==> src/rtl/lzd_forty_eight.sv <==
// Registered 48-bit leading-zero detector: six 8-bit group detectors feed a
// priority combiner; count and nonzero flag are registered for 1-cycle latency.
module lzd_forty_eight (
    input  logic        clk,
    input  logic        rst,
    input  logic [47:0] a,
    output logic [5:0]  p,
    output logic        v
);

    logic [5:0] p_q, p_d;
    logic       v_q, v_d;

    logic [2:0] grp_cnt [6];
    logic [5:0] grp_nz;

    // In-group count: 0 when the group MSB is set, 7 when only the LSB is set.
    function automatic logic [2:0] grp_lzc(input logic [7:0] g);
        logic [2:0] cnt;
        cnt = 3'd0;
        for (int i = 0; i < 8; i++) begin
            if (g[i]) begin
                cnt = 3'(7 - i);
            end
        end
        return cnt;
    endfunction

    always_comb begin
        for (int g = 0; g < 6; g++) begin
            grp_cnt[g] = grp_lzc(a[47 - 8*g -: 8]);
            grp_nz[g]  = |a[47 - 8*g -: 8];
        end
    end

    // Scan from the LSB-side group upward so the MSB-most nonzero group wins.
    always_comb begin
        p_d = 6'd0;
        v_d = |grp_nz;
        for (int k = 5; k >= 0; k--) begin
            if (grp_nz[k]) begin
                p_d = {3'(k), 3'b000} + {3'b000, grp_cnt[k]};
            end
        end
    end

    always_ff @(posedge clk or posedge rst) begin
        if (rst) begin
            p_q <= 6'd0;
            v_q <= 1'b0;
        end else begin
            p_q <= p_d;
            v_q <= v_d;
        end
    end

    assign p = p_q;
    assign v = v_q;

endmodule

==> config.mk <==
export PLATFORM = sky130hd
export DESIGN_NAME = lzd_forty_eight
export DESIGN_NICKNAME = d
export VERILOG_FILES = /design/src/rtl/lzd_forty_eight.sv
export SDC_FILE = /design/constraint.sdc
export NUM_CORES = 1
export LEC_CHECK = 0
export BUFFER_PORTS_ARGS = -buffer_cell sky130_fd_sc_hd__buf_2
export CORE_MARGIN = 1.5
export CORE_UTILIZATION = 36
export CTS_CLUSTER_DIAMETER = 50
export DETAILED_ROUTE_END_ITERATION = 10
export PLACE_DENSITY = 0.88
export SETUP_SLACK_MARGIN = 0.05
export SYNTH_ARGS = -nofsm -noshare
export SYNTH_HDL_FRONTEND = slang
export SYNTH_SLANG_ARGS = --single-unit
==> constraint.sdc <==
create_clock -name clk -period 0.8 [get_ports clk]
set_clock_uncertainty 0.05 [all_clocks]
set_input_delay 0.12 -clock clk [delete_from_list [all_inputs] [get_ports clk]]
set_output_delay 0.12 -clock clk [all_outputs]
set_load 0.005 [all_outputs]
==> results of run 1 <==
[cell usage after synthesis, drive strengths merged (3+ instances only)]
library cell   n  area [sq um]
nand2          5          18.8
nand2b         4          25.0
nor2          18          67.6
a21oi         10          50.1
a31oi          3          18.8
or4            5          41.3
nor4          12          75.1
a211oi         4          30.0
dfrtp          7           175
nor2b          5          31.3
nor3           7          35.0
inv            7          26.3
o21ai          8          40.0
[layer usage]
metal / GRT overflow / GRT usage
met3: 0 / 0.319
met5: 0 / 0
met1: 1 / 0.721
met2: 91 / 1.14
met4: 45 / 0.986
[logic make-up after synthesis]
kind of cell	after synthesis
AND/OR/NAND/NOR	59
AO/OA/AOI/OAI	38
flip-flops	7
buffers and inverters	7
[timing repair]
action,4_1_cts
setup buffers,6
pin swaps,9
setup endpoints to repair,14
gates resized for setup,23
endpoints found under the hold margin,7
hold buffers,1
[per-stage QoR]
stage / setup TNS, ns / hold WS (ns) / setup WS (ns) / utilization / area, sq um
detailed placement: -5.49 / -0.00115 / -0.921 / 0.859 / 1700
CTS: -4.25 / 0.248 / -0.654 / 0.955 / 1890
global placement: -5.19 / -0.0115 / -0.860 / 0.859 / 1700
floorplan: -3.37 / -0.127 / -0.701 / - / 916
==> summary.md, run 1 <==
| Metric | Value |
|---|---|
| Synth Flop Type | `dfrtp_1` |
| XOR/XNOR Fraction of Synth Area | `0` |
| Die width | `49.1 um` |
| Mux contribution to synthesized area | `0` |
| Status | `stopped before the end` |
| Largest net degree at the start of global routing | `8` |
| I/O Pins | `57` |
| Net count after synthesis | `161` |
| Ys async rst share | `1.00` |
| Synth Cell Area | `764 sq um` |
| Tot GR Track Use | `0.772` |
| Log Error | `[ERROR GRT-0232] Routing congestion too high. Check the congestion heatmap in the GUI.` |
| Warnings from Yosys | `0` |
| Sequential share of the synthesized area | `0.229` |
| Crit. endpoint post-GRT repair | `p[1]$_DFF_PP0_/D` |
| PortBufs | `56` |
| Post-synth EDFFs | `0` |
| Synth Area in Adders | `0` |
| Root buffer cell | `clkbuf_4` |
| CTS HTree Levels | `1` |
| Simple-Gate Fraction of Synth Area | `0.411` |
| Compound-gate portion of the synthesized area | `0.326` |
| Main combinational cell family by area after synthesis | `simple AND/OR/NAND/NOR gates` |
| Fail Step | `5_1_grt` |
| Placed cell count | `257` |
| Mapped Cells | `111` |
| Num CTS Buffers | `3` |
| Chip Height | `49.1 um` |
| Max clock buf depth | `2` |
| Worst EP Category | `register input` |
| Std cell rows | `16` |
| Synthesized flop and latch total | `7` |
| Remaining global-route overflow | `137` |
| Avg Cell Area, Syn | `6.89 sq um` |
| GP Congestion | `0.844` |
| Sink Count | `7` |
| Count of cell types in the netlist | `25` |
| HPWL after detailed placement | `3060 um` |
| Starting Density | `0.386` |
==> run 2, diff against run 1 <==
==> config.mk (replaced) <==
export PLATFORM = sky130hd
export DESIGN_NAME = lzd_forty_eight
export DESIGN_NICKNAME = d
export VERILOG_FILES = /design/src/rtl/lzd_forty_eight.sv
export SDC_FILE = /design/constraint.sdc
export NUM_CORES = 1
export LEC_CHECK = 0
export BUFFER_PORTS_ARGS = -buffer_cell sky130_fd_sc_hd__buf_2
export CORE_AREA = 2 2 63 65
export DETAILED_ROUTE_END_ITERATION = 10
export DIE_AREA = 0 0 65 67
export PLACE_DENSITY_LB_ADDON = 0.15
export SYNTH_ARGS = -nofsm -noshare
export SYNTH_HDL_FRONTEND = slang
export SYNTH_SLANG_ARGS = --single-unit
==> constraint.sdc (replaced) <==
create_clock -name clk -period 1.04 [get_ports clk]
set_clock_uncertainty 0.05 [all_clocks]
set_input_delay 0.156 -clock clk [delete_from_list [all_inputs] [get_ports clk]]
set_output_delay 0.156 -clock clk [all_outputs]
set_load 0.005 [all_outputs]
==> run 2 against run 1 <==
  * Synthesized area did not move
  * The flow now finishes, with violations (negative setup slack)
  * Synthesized cell count unchanged
==> summary.md, run 2 <==
| Metric | Value |
|---|---|
| Status | `complete, but fails checks (was stopped before the end)` |
| Failing checks | `negative setup slack` |
| Buf+Inv Stages, Crit Path | `1` |
| Crit-path max FO | `2` |
| Number of remaining DRC errors | `0` |
| Total Die Area | `4360 sq um` |
| GR Util met1 | `0.167` |
| VDD IR-drop max | `0.375 mV` |
| Multi-input logic area | `741 sq um` |
| Commonest cells after routing, fill and taps aside | `67 x buf_4, 47 x buf_2, 17 x nor2_1, 10 x buf_6, 8 x a21oi_1` |
| Yosys top cell area share | `0.229 (unchanged)` |
| Most frequent cell after synthesis | `nor2_1 (unchanged)` |
| Chip Height | `67 um (was 49.1 um)` |
| CP max stage cell | `or4_4` |
| Worst EP required | `1.16 ns` |
| Warnings from Yosys | `0 (unchanged)` |
| Mapped Cells | `111 (unchanged)` |
| XOR/XNOR Fraction of Synth Area | `0 (unchanged)` |
| Power per cell area | `600 nW/um^2` |
| Final worst-path cycle share | `1.46` |
| Max Freq | `657 MHz` |
| Std cell rows | `22 (was 16)` |
| Vias in the first global route | `1440` |
| Worst Setup Slack, final | `-0.483 ns` |
| Routing usage on met3 | `0.0287` |
| Net count after synthesis | `161 (unchanged)` |
| Worst hold path class | `primary input to flip-flop` |
| First-pass GRT wire length | `5610 um` |
| Die width | `65 um (was 49.1 um)` |
| Pins Over Slew Limit | `0` |
| Busiest grt layer | `met2` |
| Number of fill cells | `343` |
| Sink Count | `7 (unchanged)` |
| M2 GR Usage | `0.336` |
| Crit-path max cell delay | `0.53 ns` |
| DR iter-0 viols | `34` |
| Synth top area cells | `dfrtp_1 23%, nor4_1 9.8%, nor2_1 8.8% (unchanged)` |
| Initial antenna violation count | `0` |
| Top delay family on crit path | `compound AO/OA/AOI/OAI gates` |
| Compound-gate portion of the synthesized area | `0.326 (unchanged)` |
| Sequential share of the synthesized area | `0.229 (unchanged)` |
| Fin nets | `292` |
| # diodes | `0` |
| Setup violators final | `7` |
| Register area | `175 sq um` |
| CTS tree | `yes` |
| Crit Path Category | `primary input to flip-flop` |
| Worst EP arrival | `1.64 ns` |
| Main combinational cell family by area after synthesis | `simple AND/OR/NAND/NOR gates (unchanged)` |
| Final min period | `1.52 ns` |
| GP Congestion | `0.829 (was 0.844)` |
| Post-synth EDFFs | `0 (unchanged)` |
| Pre-CTS WS | `-0.736 ns (was -0.921 ns)` |
| Drt total wl | `3210 um` |
| HPWL after detailed placement | `2790 um (was 3060 um)` |
| Avg Cell Area, Syn | `6.89 sq um (unchanged)` |
| PortBufs | `56 (unchanged)` |
| CTS HTree Levels | `1 (unchanged)` |
| Mux contribution to synthesized area | `0 (unchanged)` |
| Max FFs per register | `6` |
| Sum Neg Setup Slack | `-2.17 ns` |
| Post-synth top cells | `18 x nor2_1, 12 x nor4_1, 10 x a21oi_1, 8 x o21ai_0 (unchanged)` |
| Starting Density | `0.212 (was 0.386)` |
| Most common cell after layout, fill and taps aside | `buf_4` |
| Simple-Gate Fraction of Synth Area | `0.411 (unchanged)` |
| Area grow syn2layout | `152%` |
| Startpoint Class | `primary input` |
| Synth Flop Type | `dfrtp_1 (unchanged)` |
| Synthesized flop and latch total | `7 (unchanged)` |
| Leak pwr | `0.915 nW` |
| CORE AREA | `3610 sq um` |
| # Max-Cap Violations | `0` |
| CP endpoint kind | `flip-flop` |
| Num CTS Buffers | `3 (unchanged)` |
| Critical path cell sequence | `buf_6 > or4_4 > a2111o_1 > a211o_1 > nand4_1 > a211o_2` |
| Actual slew at the worst max-slew pin | `0.452 ns` |
| Ys async rst share | `1.00 (unchanged)` |
| Final Hold Viols | `0` |
| Remaining global-route overflow | `0` |
| Clock slew at reported path FFs | `0.04 ns` |
| Layout cells sized above 1 | `0.627` |
| RSZ-0062 raised after global routing | `true` |
| Synth Area in Adders | `0 (unchanged)` |
| DR vias/cell | `4.60` |
| Largest net degree at the start of global routing | `8` |
| Routed vias | `1329` |
| Tot GR Track Use | `0.163` |
| Post-synth top area cell | `dfrtp_1 (unchanged)` |
| Drt wl/cell | `11.1 um` |
| Count of cell types in the netlist | `25 (unchanged)` |
| Slew headroom | `0.695` |
| Max clock buf depth | `2 (unchanged)` |
| Final ANT Viol Nets | `0` |
| I/O Pins | `57 (unchanged)` |
| Pre-antenna DRT Iters | `4` |
| Root buffer cell | `clkbuf_8 (was clkbuf_4)` |
| Synth Cell Area | `764 sq um (unchanged)` |
[run 2: cell counts after synthesis]
Identical to the previous run, type by type.
[run 2: per-stage QoR]
step | utilization | hold slack (ns) | area [sq um] | total power [mW] | instances
final | 0.533 | 0.299 | 1920 | 1.15 | 289
after global routing | 0.533 | 0.307 | 1920 | 1.23 | 289
after CTS | 0.525 | 0.297 | 1890 | 1.16 | 288
after detailed placement | 0.477 | 0.0376 | 1720 | 0.734 | 277
after global placement | 0.477 | 0.0321 | 1720 | 0.719 | 277
after floorplan | - | -0.0906 | 916 | 0.391 | 111
[run 2: cell type report]
| type | instances | share of cell area |
|---|---|---|
| Multi-Input combinational cell | 97 | 0.385 |
| Sequential cell | 7 | 0.0911 |
| Clock buffer | 4 | 0.0234 |
| Inverter | 7 | 0.0137 |
| Tap cell | 48 | 0.0312 |
| Timing Repair Buffer | 126 | 0.455 |
[run 2: kinds of logic (layout without fill, tap and decap cells)]
logic type	after synthesis	after routing
simple gates	59	59
compound gates	38	38
flops	7	7
buf+inv	7	137
[run 2: path summary, 6_finish.rpt]
| check | start | to | slack [ns] | cells after the start |
|---|---|---|---|---|
| worst max-delay path | a[26] | p[1] | -0.48 | 6 |
| worst min-delay path | a[46] | p[2] | 0.30 | 5 |
| max in group asynchronous | rst | p[0] | 0.40 | 3 |
| min in group asynchronous | rst | p[1] | 0.34 | 3 |
[run 2: power by group]
| part | switching, mW | leakage, nW | total [mW] | internal (mW) |
|---|---|---|---|---|
| Clock | 0.112 | 0.0228 | 0.377 | 0.265 |
| Sequential | 0.00137 | 0.0899 | 0.281 | 0.280 |
| Combinational | 0.207 | 0.803 | 0.495 | 0.288 |
[run 2: layer usage]
layer / vias to the layer above / share of wire
li1: 698 / -
met1: 597 / 0.38
met2: 32 / 0.57
met3: 2 / 0.045
met4: 0 / 0.0040
met5: - / 0
[run 2: what timing repair did]
item | CTS | global route
setup buffers | 6 | 1
gates resized for setup | 15 | 6
hold endpoints to repair | 7 | 0
hold buffers | 1 | 0
cloned | 0 | 0
pin swaps | 11 | 2
setup endpoints to repair | 7 | 7
[run 2: tightest hold or removal path, stage by stage]
cell and delay [ns]:
buf_2 0.09, nor4_2 0.04, buf_4 0.12, o211ai_1 0.07, nor2_1 0.05
Power figures use the tool's default switching activity.
==> run 3, diff against run 2 <==
--- a/config.mk
+++ b/config.mk
@@ -9,6 +9,7 @@
 export CORE_AREA = 2 2 63 65
 export DETAILED_ROUTE_END_ITERATION = 10
 export DIE_AREA = 0 0 65 67
+export GPL_TIMING_DRIVEN = 0
 export PLACE_DENSITY_LB_ADDON = 0.15
 export SYNTH_ARGS = -nofsm -noshare
 export SYNTH_HDL_FRONTEND = slang
==> run 3 against run 2 <==
  * The flow still finishes with violations (negative setup slack)
  * Cell area down 20%
  * Non-clock buffer count shrank 62
  * Maximum frequency rose by 0.59%
  * Clock-buffer cell count stayed put
  * Routed wire length decreased by 16%
  * Combinational power is 24% lower
  * Sequential power about the same
  * Via count decreased by 17%
  * Critical path depth stayed put
  * Clock power fell by 3%
  * Highest routed layer unchanged
==> summary.md, run 3 (synthesis results as in run 2) <==
| Metric | Value |
|---|---|
| Share of power burned in registers | `0.275 (was 0.244)` |
| Final worst-path cycle share | `1.46 (about the same)` |
| Largest net degree at the start of global routing | `8 (unchanged)` |
| Drt wl/cell | `12.0 um (was 11.1 um)` |
| Final cell area excluding filler cells | `1540 sq um (was 1920 sq um)` |
| Post-DP Area | `1260 sq um (was 1720 sq um)` |
| Actual slew at the worst max-slew pin | `0.484 ns (was 0.452 ns)` |
| Worst hold path class | `primary input to flip-flop (unchanged)` |
| Crit-path max FO | `4 (was 2)` |
| Initial antenna violation count | `0 (unchanged)` |
| Power per cell area | `663 nW/um^2 (was 600 nW/um^2)` |
| Crit Path Category | `primary input to flip-flop (unchanged)` |
| Critical path cell sequence | `buf_8 > or4_4 > a2111o_1 > a211o_1 > nand4_1 > a211o_2 (was buf_6 > or4_4 > a2111o_1 > a211o_1 > nand4_1 > a211o_2)` |
| Setup violators final | `7 (unchanged)` |
| Worst EP arrival | `1.62 ns (was 1.64 ns)` |
| Final non-filler cell total | `227 (was 289)` |
| Crit-path max cell delay | `0.52 ns (was 0.53 ns)` |
| Drt total wl | `2710 um (was 3210 um)` |
| Vias in the first global route | `1082 (was 1440)` |
| Sw frac | `0.286 (was 0.278)` |
| Pre-antenna DRT Iters | `4 (unchanged)` |
| Routed vias | `1104 (was 1329)` |
| Placed cell count | `215 (was 277)` |
| Final ANT Viol Nets | `0 (unchanged)` |
| CP endpoint kind | `flip-flop (unchanged)` |
| DR iter-0 viols | `26 (was 34)` |
| Tot GR Track Use | `0.128 (was 0.163)` |
| WHS | `0.193 ns (was 0.299 ns)` |
| Worst Setup Slack, final | `-0.474 ns (was -0.483 ns)` |
| Std cell rows | `22 (unchanged)` |
| Hold Startpoint | `a[34] (was a[46])` |
| Pins Over Slew Limit | `0 (unchanged)` |
| Fin nets | `230 (was 292)` |
| Finished Core Util | `0.428 (was 0.533)` |
| Most common cell after layout, fill and taps aside | `buf_2 (was buf_4)` |
| DR vias/cell | `4.86 (was 4.60)` |
| Max Freq | `661 MHz (was 657 MHz)` |
| # Max-Cap Violations | `0 (unchanged)` |
| Starting Density | `0.212 (unchanged)` |
| Sink Count | `7 (unchanged)` |
| # diodes | `0 (unchanged)` |
| CTS tree | `yes (unchanged)` |
| First-pass GRT wire length | `4340 um (was 5610 um)` |
| Pwr Total | `1.02 mW (was 1.15 mW)` |
| Leak pwr | `0.645 nW (was 0.915 nW)` |
| Number of remaining DRC errors | `0 (unchanged)` |
| Slew headroom | `0.673 (was 0.695)` |
| Final Hold Viols | `0 (unchanged)` |
| Sum Neg Setup Slack | `-1.83 ns (was -2.17 ns)` |
| Chip Height | `67 um (unchanged)` |
| Area grow syn2layout | `102% (was 152%)` |
| Worst EP required | `1.15 ns (was 1.16 ns)` |
| PortBufs | `56 (unchanged)` |
| Failing checks | `negative setup slack (unchanged)` |
| CTS HTree Levels | `1 (unchanged)` |
| Clock slew at reported path FFs | `0.04 ns (about the same)` |
| RSZ-0062 raised after global routing | `true (unchanged)` |
| Commonest cells after routing, fill and taps aside | `43 x buf_2, 17 x nor2_1, 10 x nor4_4, 9 x a21oi_1, 9 x buf_6 (was 67 x buf_4, 47 x buf_2, 17 x nor2_1, 10 x buf_6, 8 x a21oi_1)` |
| Total Die Area | `4360 sq um (unchanged)` |
| HPWL after detailed placement | `2270 um (was 2790 um)` |
| Startpoint Class | `primary input (unchanged)` |
| Max FFs per register | `6 (unchanged)` |
| Pre-CTS WS | `-0.762 ns (was -0.736 ns)` |
| Num CTS Buffers | `3 (unchanged)` |
| CP max stage cell | `or4_4 (unchanged)` |
| Comb power frac | `0.366 (was 0.429)` |
| Clock network power share | `0.359 (was 0.327)` |
| Remaining global-route overflow | `0 (unchanged)` |
| Final min period | `1.51 ns (was 1.52 ns)` |
| Layout cells sized above 1 | `0.520 (was 0.627)` |
| I/O Pins | `57 (unchanged)` |
| CP startpoint | `a[28] (was a[26])` |
| Root buffer cell | `clkbuf_8 (unchanged)` |
| GP Congestion | `0.820 (was 0.829)` |
| VDD IR-drop max | `0.267 mV (was 0.375 mV)` |
| Status | `complete, but fails checks (unchanged)` |
| CORE AREA | `3610 sq um (unchanged)` |
| Switching pwr | `0.293 mW (was 0.321 mW)` |
| Internal Power | `0.730 mW (was 0.832 mW)` |
| Max clock buf depth | `2 (unchanged)` |
| Die width | `65 um (unchanged)` |
## run 3: cell types whose count changed in the layout (fill, tap and decap cells not counted), sizes merged
| cell | delta |
|---|---|
| buf | -62 |
## run 3: critical path: cells and delay by family
family / cells / cell delay (ns)
buffers and inverters: 1 / 0.10
AOI/OAI and AO/OA: 3 / 0.75
and+or+nand+nor: 2 / 0.61
## run 3: worst paths after layout
| path | to | slack, ns | depth (start not counted) |
|---|---|---|---|
| setup / recovery | p[1] | -0.47 | 6 |
| min in group asynchronous | p[3] | 0.35 | 3 |
| hold / removal | p[4] | 0.19 | 4 |
| max in group asynchronous | p[5] | 0.39 | 3 |
## run 3: what timing repair did
action	in CTS	in global routing
buffers inserted	6	1
setup endpoints to repair	7	7
hold buffers	1	0
endpoints found under the hold margin	7	0
resized for setup	25	18
pin swaps	9	7
## run 3: power by group through the flow
stage	clock, mW	combinational [mW]	sequential, mW
6_report	0.367	0.374	0.281
2_1_floorplan	0	0.104	0.286
3_3_place_gp	0	0.292	0.285
4_1_cts	0.377	0.348	0.282
3_5_place_dp	0	0.301	0.285
5_1_grt	0.411	0.410	0.282
## run 3: routing by layer
metal	vias up	GRT usage	routed length [um]
met2	34	0.240	1410
met1	496	0.139	1110
li1	568	-	-
met3	6	0.0287	155
met5	-	0	0
met4	0	0.0452	43
## run 3: area by class of cell
cell class,instances,area (sq um)
Clock buffer,4,45.0
Sequential cell,7,175
Inverter,7,26.3
Fill cell,365,2060
Multi-Input combinational cell,97,797
Timing Repair Buffer,64,439
Tap cell,48,60.1
